### config.mk
export PLATFORM = sky130hd
export DESIGN_NAME = memory_arbiter
export DESIGN_NICKNAME = d
export VERILOG_FILES = /design/src/rtl/cpu_types_pkg.sv /design/src/rtl/grant_timer.sv /design/src/rtl/memory_arbiter.sv
export SDC_FILE = /design/constraint.sdc
export NUM_CORES = 1
export LEC_CHECK = 0
export ABC_AREA = 1
export CORE_AREA = 4 4 101 103
export CTS_CLUSTER_SIZE = 40
export DETAILED_ROUTE_END_ITERATION = 12
export DIE_AREA = 0 0 105 107
export PLACE_DENSITY = 0.67
export SYNTH_ARGS = -nofsm -noshare
export SYNTH_HDL_FRONTEND = slang
export SYNTH_HIERARCHICAL = 1
export SYNTH_SLANG_ARGS = --single-unit
### constraint.sdc
create_clock -name CLK -period 1.95 [get_ports CLK]
set_input_delay 0.39 -clock CLK [delete_from_list [all_inputs] [get_ports CLK]]
set_output_delay 0.39 -clock CLK [all_outputs]
set_load 0.01 [all_outputs]
### src/rtl/cpu_types_pkg.sv
// cpu_types_pkg: shared word, RAM handshake and arbiter state types for the MIPS memory path.
package cpu_types_pkg;
  typedef logic [31:0] word_t;
  typedef enum logic [1:0] {FREE = 2'd0, BUSY = 2'd1, ACCESS = 2'd2, ERROR = 2'd3} ramstate_t;
  typedef enum logic [1:0] {IDLE = 2'd0, DGRANT = 2'd1, IGRANT = 2'd2} arb_state_t;
endpackage

### src/rtl/grant_timer.sv
// grant_timer: counts stalled grant cycles; expired once the count reaches TIMEOUT_CYCLES.
module grant_timer #(
  parameter int TIMEOUT_CYCLES = 64,
  parameter int CNT_W = $clog2(TIMEOUT_CYCLES + 1)
) (
  input  logic CLK,
  input  logic nRST,
  input  logic clear,
  input  logic enable,
  output logic expired
);
  logic [CNT_W-1:0] cnt_q, cnt_d;
  assign cnt_d = clear ? '0 : enable ? cnt_q + 1'b1 : cnt_q;
  assign expired = cnt_q == CNT_W'(TIMEOUT_CYCLES);
  always_ff @(posedge CLK or negedge nRST)
    if (!nRST) cnt_q <= '0;
    else cnt_q <= cnt_d;
endmodule

### src/rtl/memory_arbiter.sv
// memory_arbiter: shares one RAM port between instruction and data requesters, data first.
// Define MEM_TIMEOUT_EN to force completion of grants stalled for TIMEOUT_CYCLES.
module memory_arbiter
  import cpu_types_pkg::*;
#(
  parameter int TIMEOUT_CYCLES = 64,
  parameter int CNT_W = $clog2(TIMEOUT_CYCLES + 1)
) (
  input  logic        CLK,
  input  logic        nRST,
  input  logic        iREN,
  input  logic [31:0] iaddr,
  output logic        iwait,
  output logic [31:0] iload,
  input  logic        dREN,
  input  logic        dWEN,
  input  logic [31:0] daddr,
  input  logic [31:0] dstore,
  output logic        dwait,
  output logic [31:0] dload,
  output logic        ramREN,
  output logic        ramWEN,
  output logic [31:0] ramaddr,
  output logic [31:0] ramstore,
  input  logic [31:0] ramload,
  input  logic [1:0]  ramstate,
  output logic        memerr
);
  arb_state_t state_q, state_d;
  logic d_req, in_d, in_i, live, acc, err, tmo, forced, done, strobe;
  word_t done_data;
  assign d_req  = dREN | dWEN;
  assign in_d   = state_q == DGRANT;
  assign in_i   = state_q == IGRANT;
  // live: the granted requester still wants the access
  assign live   = (in_d & d_req) | (in_i & iREN);
  assign acc    = live & (ramstate == ACCESS);
  assign err    = live & (ramstate == ERROR);
`ifdef MEM_TIMEOUT_EN
  logic expired;
  grant_timer #(.TIMEOUT_CYCLES(TIMEOUT_CYCLES), .CNT_W(CNT_W)) u_timer (
    .CLK(CLK), .nRST(nRST), .clear(~live | done), .enable(live & ~done), .expired(expired)
  );
  assign tmo = live & expired;
`else
  assign tmo = 1'b0;
`endif
  // a real RAM response in the expiry cycle wins over the forced completion
  assign forced    = tmo & ~acc & ~err;
  assign done      = acc | err | forced;
  assign strobe    = live & ~forced;
  assign done_data = acc ? ramload : err ? '0 : 32'hBAD0_BAD0;
  assign ramREN    = strobe & (in_i | ~dWEN);
  assign ramWEN    = strobe & in_d & dWEN;
  assign ramaddr   = live ? (in_d ? daddr : iaddr) : '0;
  assign ramstore  = ramWEN ? dstore : '0;
  assign dwait     = ~(in_d & done);
  assign iwait     = ~(in_i & done);
  assign dload     = (in_d & done) ? done_data : '0;
  assign iload     = (in_i & done) ? done_data : '0;
  assign memerr    = err | forced;
  always_comb begin
    state_d = state_q;
    if (state_q == IDLE) state_d = d_req ? DGRANT : iREN ? IGRANT : IDLE;
    else if (!live) state_d = IDLE;
    else if (done) state_d = in_d ? (iREN ? IGRANT : d_req ? DGRANT : IDLE)
                                  : (d_req ? DGRANT : iREN ? IGRANT : IDLE);
  end
  always_ff @(posedge CLK or negedge nRST)
    if (!nRST) state_q <= IDLE;
    else state_q <= state_d;
endmodule
## Word level (Yosys, flattened, before mapping)

Cells that the tools add are included.

- Input bits: 135
- Bits in registers: 2

- Reductions and logical operators: 1
- Muxes and demuxes: 15
- Bitwise gates (word level): 16
- Equal/unequal tests: 5

Operators with widths:

| kind | number |
|---|---|
| two-way mux 32 bit | 7 |
| two-way mux 2 bit | 7 |
| AND 1 bit | 9 |
| == test 2 bit, second input constant | 3 |
| OR 1 bit | 4 |
| != test 3 x 1 -> 1 bit, second input constant | 1 |
| NOT 1 bit | 3 |
| == test 2 x 1 -> 1 bit, second input constant | 1 |
| logical NOT 2 bit | 1 |
| two-way mux 1 bit | 1 |

## Logic depth before layout (Yosys ltp)

- Depth in word-level cells: 8
- Depth in mapped cells: 9

## Worst setup path after synthesis

Ideal clock, no wire load.

- Kind: reg2out
- Start: register state_q[0]
- End: output port dload[13]
- Path buffers: 1
- Cell stages (with the launch flop): 8
- Setup slack: 259 ps
- Required time: 1560 ps
- Arrival: 1301 ps
- Cells stage by stage: dfrtp_1 -> inv_2 -> nor2_4 -> nand2_1 -> nand2_4 -> nand3_4 -> buf_6 -> nor2_1

- Word-level cells in the longest chain between the ends: 7
- Elaborated cells on any way between the ends: 12

Ends and longest elaborated chain:

| item | line | text |
|---|---|---|
| start, declared | memory_arbiter.sv:29 | `arb_state_t state_q, state_d;` |
| start signal, assigned | memory_arbiter.sv:71 | `else state_q <= state_d;` |
| == test 2 x 1 -> 1 bit or == test 2 bit (tied branches) | memory_arbiter.sv:33, memory_arbiter.sv:34 |  |
| AND 1 bit | memory_arbiter.sv:36 | `assign live = (in_d & d_req) \| (in_i & iREN);` |
| OR 1 bit | memory_arbiter.sv:36 |  |
| AND 1 bit (on tied branches) | memory_arbiter.sv:38, memory_arbiter.sv:37 |  |
| two-way mux 32 bit or OR 1 bit (tied branches) | memory_arbiter.sv:52, memory_arbiter.sv:50 |  |
| two-way mux 32 bit or AND 1 bit (tied branches) | memory_arbiter.sv:52, memory_arbiter.sv:59 |  |
| two-way mux 32 bit (*) | memory_arbiter.sv:59 | `assign dload = (in_d & done) ? done_data : '0;` |
| end, declared | memory_arbiter.sv:20 | `output logic [31:0] dload,` |

Every way passes the cells marked *; elsewhere a longest branch is shown, timed or not.

## Worst setup path in the final report

- Start: register state_q[0]
- End: output port dload[9]

Same word-level chain as after synthesis.

==> qor.txt <==
Port Buffer Count - 267
vias - 3455
Net Sw Power - 0.00150 W
failing checks - setup timing
Num Clock Sinks - 2
storage element area - 50.0 um2
Mapped Avg Cell Area - 4.15 um2
Max clock buf depth - 2
Static Leakage - 2.74 nW
Yosys Warn Count - 6
Fillers - 906
critical path arrival - 1680 ps
initial antenna violation count - 0
worst setup path startpoint - state_q[0]
initial core utilization - 17.1%
Clock Power Share - 5.2%
Reg2Reg Setup Slack - 440 ps
grt ovf - 0
Global Route Usage Sum - 18.3%
n_diodes - 0
max frequency - 484 MHz
Period Utilization, post-route - 106%
Mapped Area - 1570 um2
Critical Path RT - 1560 ps
die extent in x - 105 um
slew margin rel. - 84.0%
Num CTS Buffers - 3
DRT iter0 DRCs - 118
Ports - 268
fin nets - 820
internal power - 0.00166 W
Hold WC Path Type - input port to async pin
Slew Viols, Final - 0
cts hold-fix bufs - 0
routed length per instance - 15.1 um
Final Hold Fails - 0
Placed Area - 4610 um2
Seq cells post-synth - 2
post-synth cell types - 18
# setup viols final - 82
Clock transition at path regs - 30 ps
Final WS setup - -118 ps
Reg2Reg Depth - 10
share of cells above drive strength 1 - 46.0%
CTS Root Cell - clkbuf_8
combinational power share - 92.7%
vias in the first global route - 3262
max reg flops - 2
fin crit period - 2070 ps
layout overhead on the synthesized area - 231%
CP startpoint kind - flip-flop
syn_nets - 514
VDD IR-drop max - 332 uV
top flop regs - state_q (2)
MaxCap Viol Count - 0
Clock Latency Late Sink - 210 ps
crit end category - primary output
first-pass GRT wire length - 16700 um
crit-path max FO - 8
switching share of total power - 47.3%
CTS tree - yes
DIE HEIGHT - 107 um
DRT Wirelength - 12000 um
DRT Pass-1 Iters - 4
Reg with most FFs - state_q
gpl congestion - 0.853
run status - finished, violations left
Total Die Area - 11200 um2
final instance area - 5210 um2
pre-CTS setup slack - -688 ps
HPWL after DPL - 8620 um
register area share after synthesis - 3.18%
clk_skew - 0.426 ps
actual slew at the worst max-slew pin - 239 ps
sequential share of power - 2.1%
H-tree levels - 1
Cell Pwr Density - 607 nW/um2
number of remaining DRC errors - 0
R2R Path End - state_q[1]
crit path to - dload[9]
Post-DRT Antenna Nets - 0
r2r startpoint - state_q[0]
unrepaired setup endpoints after global routing - true
Synth Instances - 379
multi-input logic area - 1690 um2
FP Rows - 35
Via density - 4.35
Core Region - 9200 um2
WS Path Type - flip-flop to primary output
pin count of the biggest net entering global routing - 49
post-route setup TNS - -3110 ps
[logic make-up after synthesis]
| kind of cell | Yosys count | share of synthesized area, % |
|---|---|---|
| AOI/OAI and AO/OA | 3 | 0.954 |
| and+or+nand+nor | 278 | 71.0 |
| DFF | 2 | 3.18 |
| buffers and inverters | 96 | 24.8 |
[cell usage in the layout, fill, tap and decap left out]
cell | synthesis | layout
nand2_1 | 155 | 145
inv_1 | 70 | 56
buf_8 | 0 | 3
nand3_4 | 2 | 15
nor2_2 | 3 | 45
dfrtp_1 | 2 | 2
a21oi_1 | 3 | 2
clkbuf_16 | 0 | 3
clkinv_4 | 0 | 1
inv_8 | 0 | 1
a21oi_2 | 0 | 1
buf_6 | 2 | 57
buf_16 | 0 | 1
nor2_4 | 1 | 28
clkdlybuf4s50_1 | 0 | 129
nor3_2 | 0 | 1
clkbuf_8 | 0 | 3
buf_4 | 2 | 20
nand3_2 | 0 | 7
nor2_1 | 97 | 28
bufbuf_16 | 0 | 1
clkdlybuf4s15_2 | 0 | 1
clkbuf_2 | 0 | 3
inv_4 | 0 | 1
inv_2 | 3 | 15
clkinv_2 | 0 | 2
buf_2 | 6 | 82
buf_12 | 0 | 12
nand3_1 | 18 | 2
nand2_2 | 0 | 10
nand2_4 | 1 | 1
dlygate4sd2_1 | 0 | 5
[metal layers]
metal,vias up,global-route usage (%),share of wire (%)
met3,13,4.39,8.1
met1,1556,19.9,36
met4,0,3.75,1.3
met2,184,35.7,54
met5,-,0,0
li1,1702,-,-
[how the worst min path moves through the flow]
stage	slack [ps]	depth (start not counted)	to	start
2_1_floorplan	90	0	state_q[0]	nRST
3_3_place_gp	570	1	state_q[1]	nRST
3_5_place_dp	570	1	state_q[1]	nRST
4_1_cts	350	1	state_q[0]	nRST
5_1_grt	350	1	state_q[1]	nRST
6_report	350	1	state_q[1]	nRST
[timing repair]
action / 4_1_cts / 5_1_grt
cloned: 7 / 5
pin swaps: 5 / 43
buffers inserted: 5 / 10
resized for setup: 413 / 350
endpoints found under the setup margin: 133 / 131
[Yosys cell counts, drive strengths merged]
master | count | area (um2)
nand2 | 156 | 593
dfrtp | 2 | 50.1
nor2 | 101 | 394
nand3 | 20 | 125
clkbuf | 10 | 37.5
clkinv | 2 | 7.51
inv | 73 | 274
a21oi | 3 | 15.0
nor3 | 1 | 5.00
buf | 11 | 71.3
[area by class of cell]
class	count	share of cell area, %
inverter	75	5.60
timing repair buffer	317	57.3
multi-input combinational	285	32.5
timing repair inverter	1	0.216
clock buffer	3	0.793
tap	111	2.67
sequential	2	0.961
[per-stage QoR]
step                cells  power [W]  hold WS, ps  util (%)
floorplan             379   0.000998         94.4         -
global placement      765    0.00226          566      50.1
detailed placement    765    0.00229          570      50.1
CTS                   780    0.00257          351      52.4
global route          794    0.00340          346      56.6
finish                794    0.00316          353      56.6
[power by group through the flow]
stage | logic (W) | clock network [W] | registers (W)
2_1_floorplan | 0.000933 | 0 | 0.0000646
3_3_place_gp | 0.00219 | 0 | 0.0000655
3_5_place_dp | 0.00222 | 0 | 0.0000658
4_1_cts | 0.00234 | 0.000168 | 0.0000664
5_1_grt | 0.00315 | 0.000177 | 0.0000680
6_report | 0.00293 | 0.000163 | 0.0000664
[worst max-delay path: stages, from the launching register on]
cell and delay [ps]:
dfrtp_1 380, inv_2 70, nor2_4 160, nand2_2 100
nand2_4 150, buf_12 170, nand3_4 160, nor2_2 150
buf_2 140
Note: power is estimated with default switching activity, not from simulation.
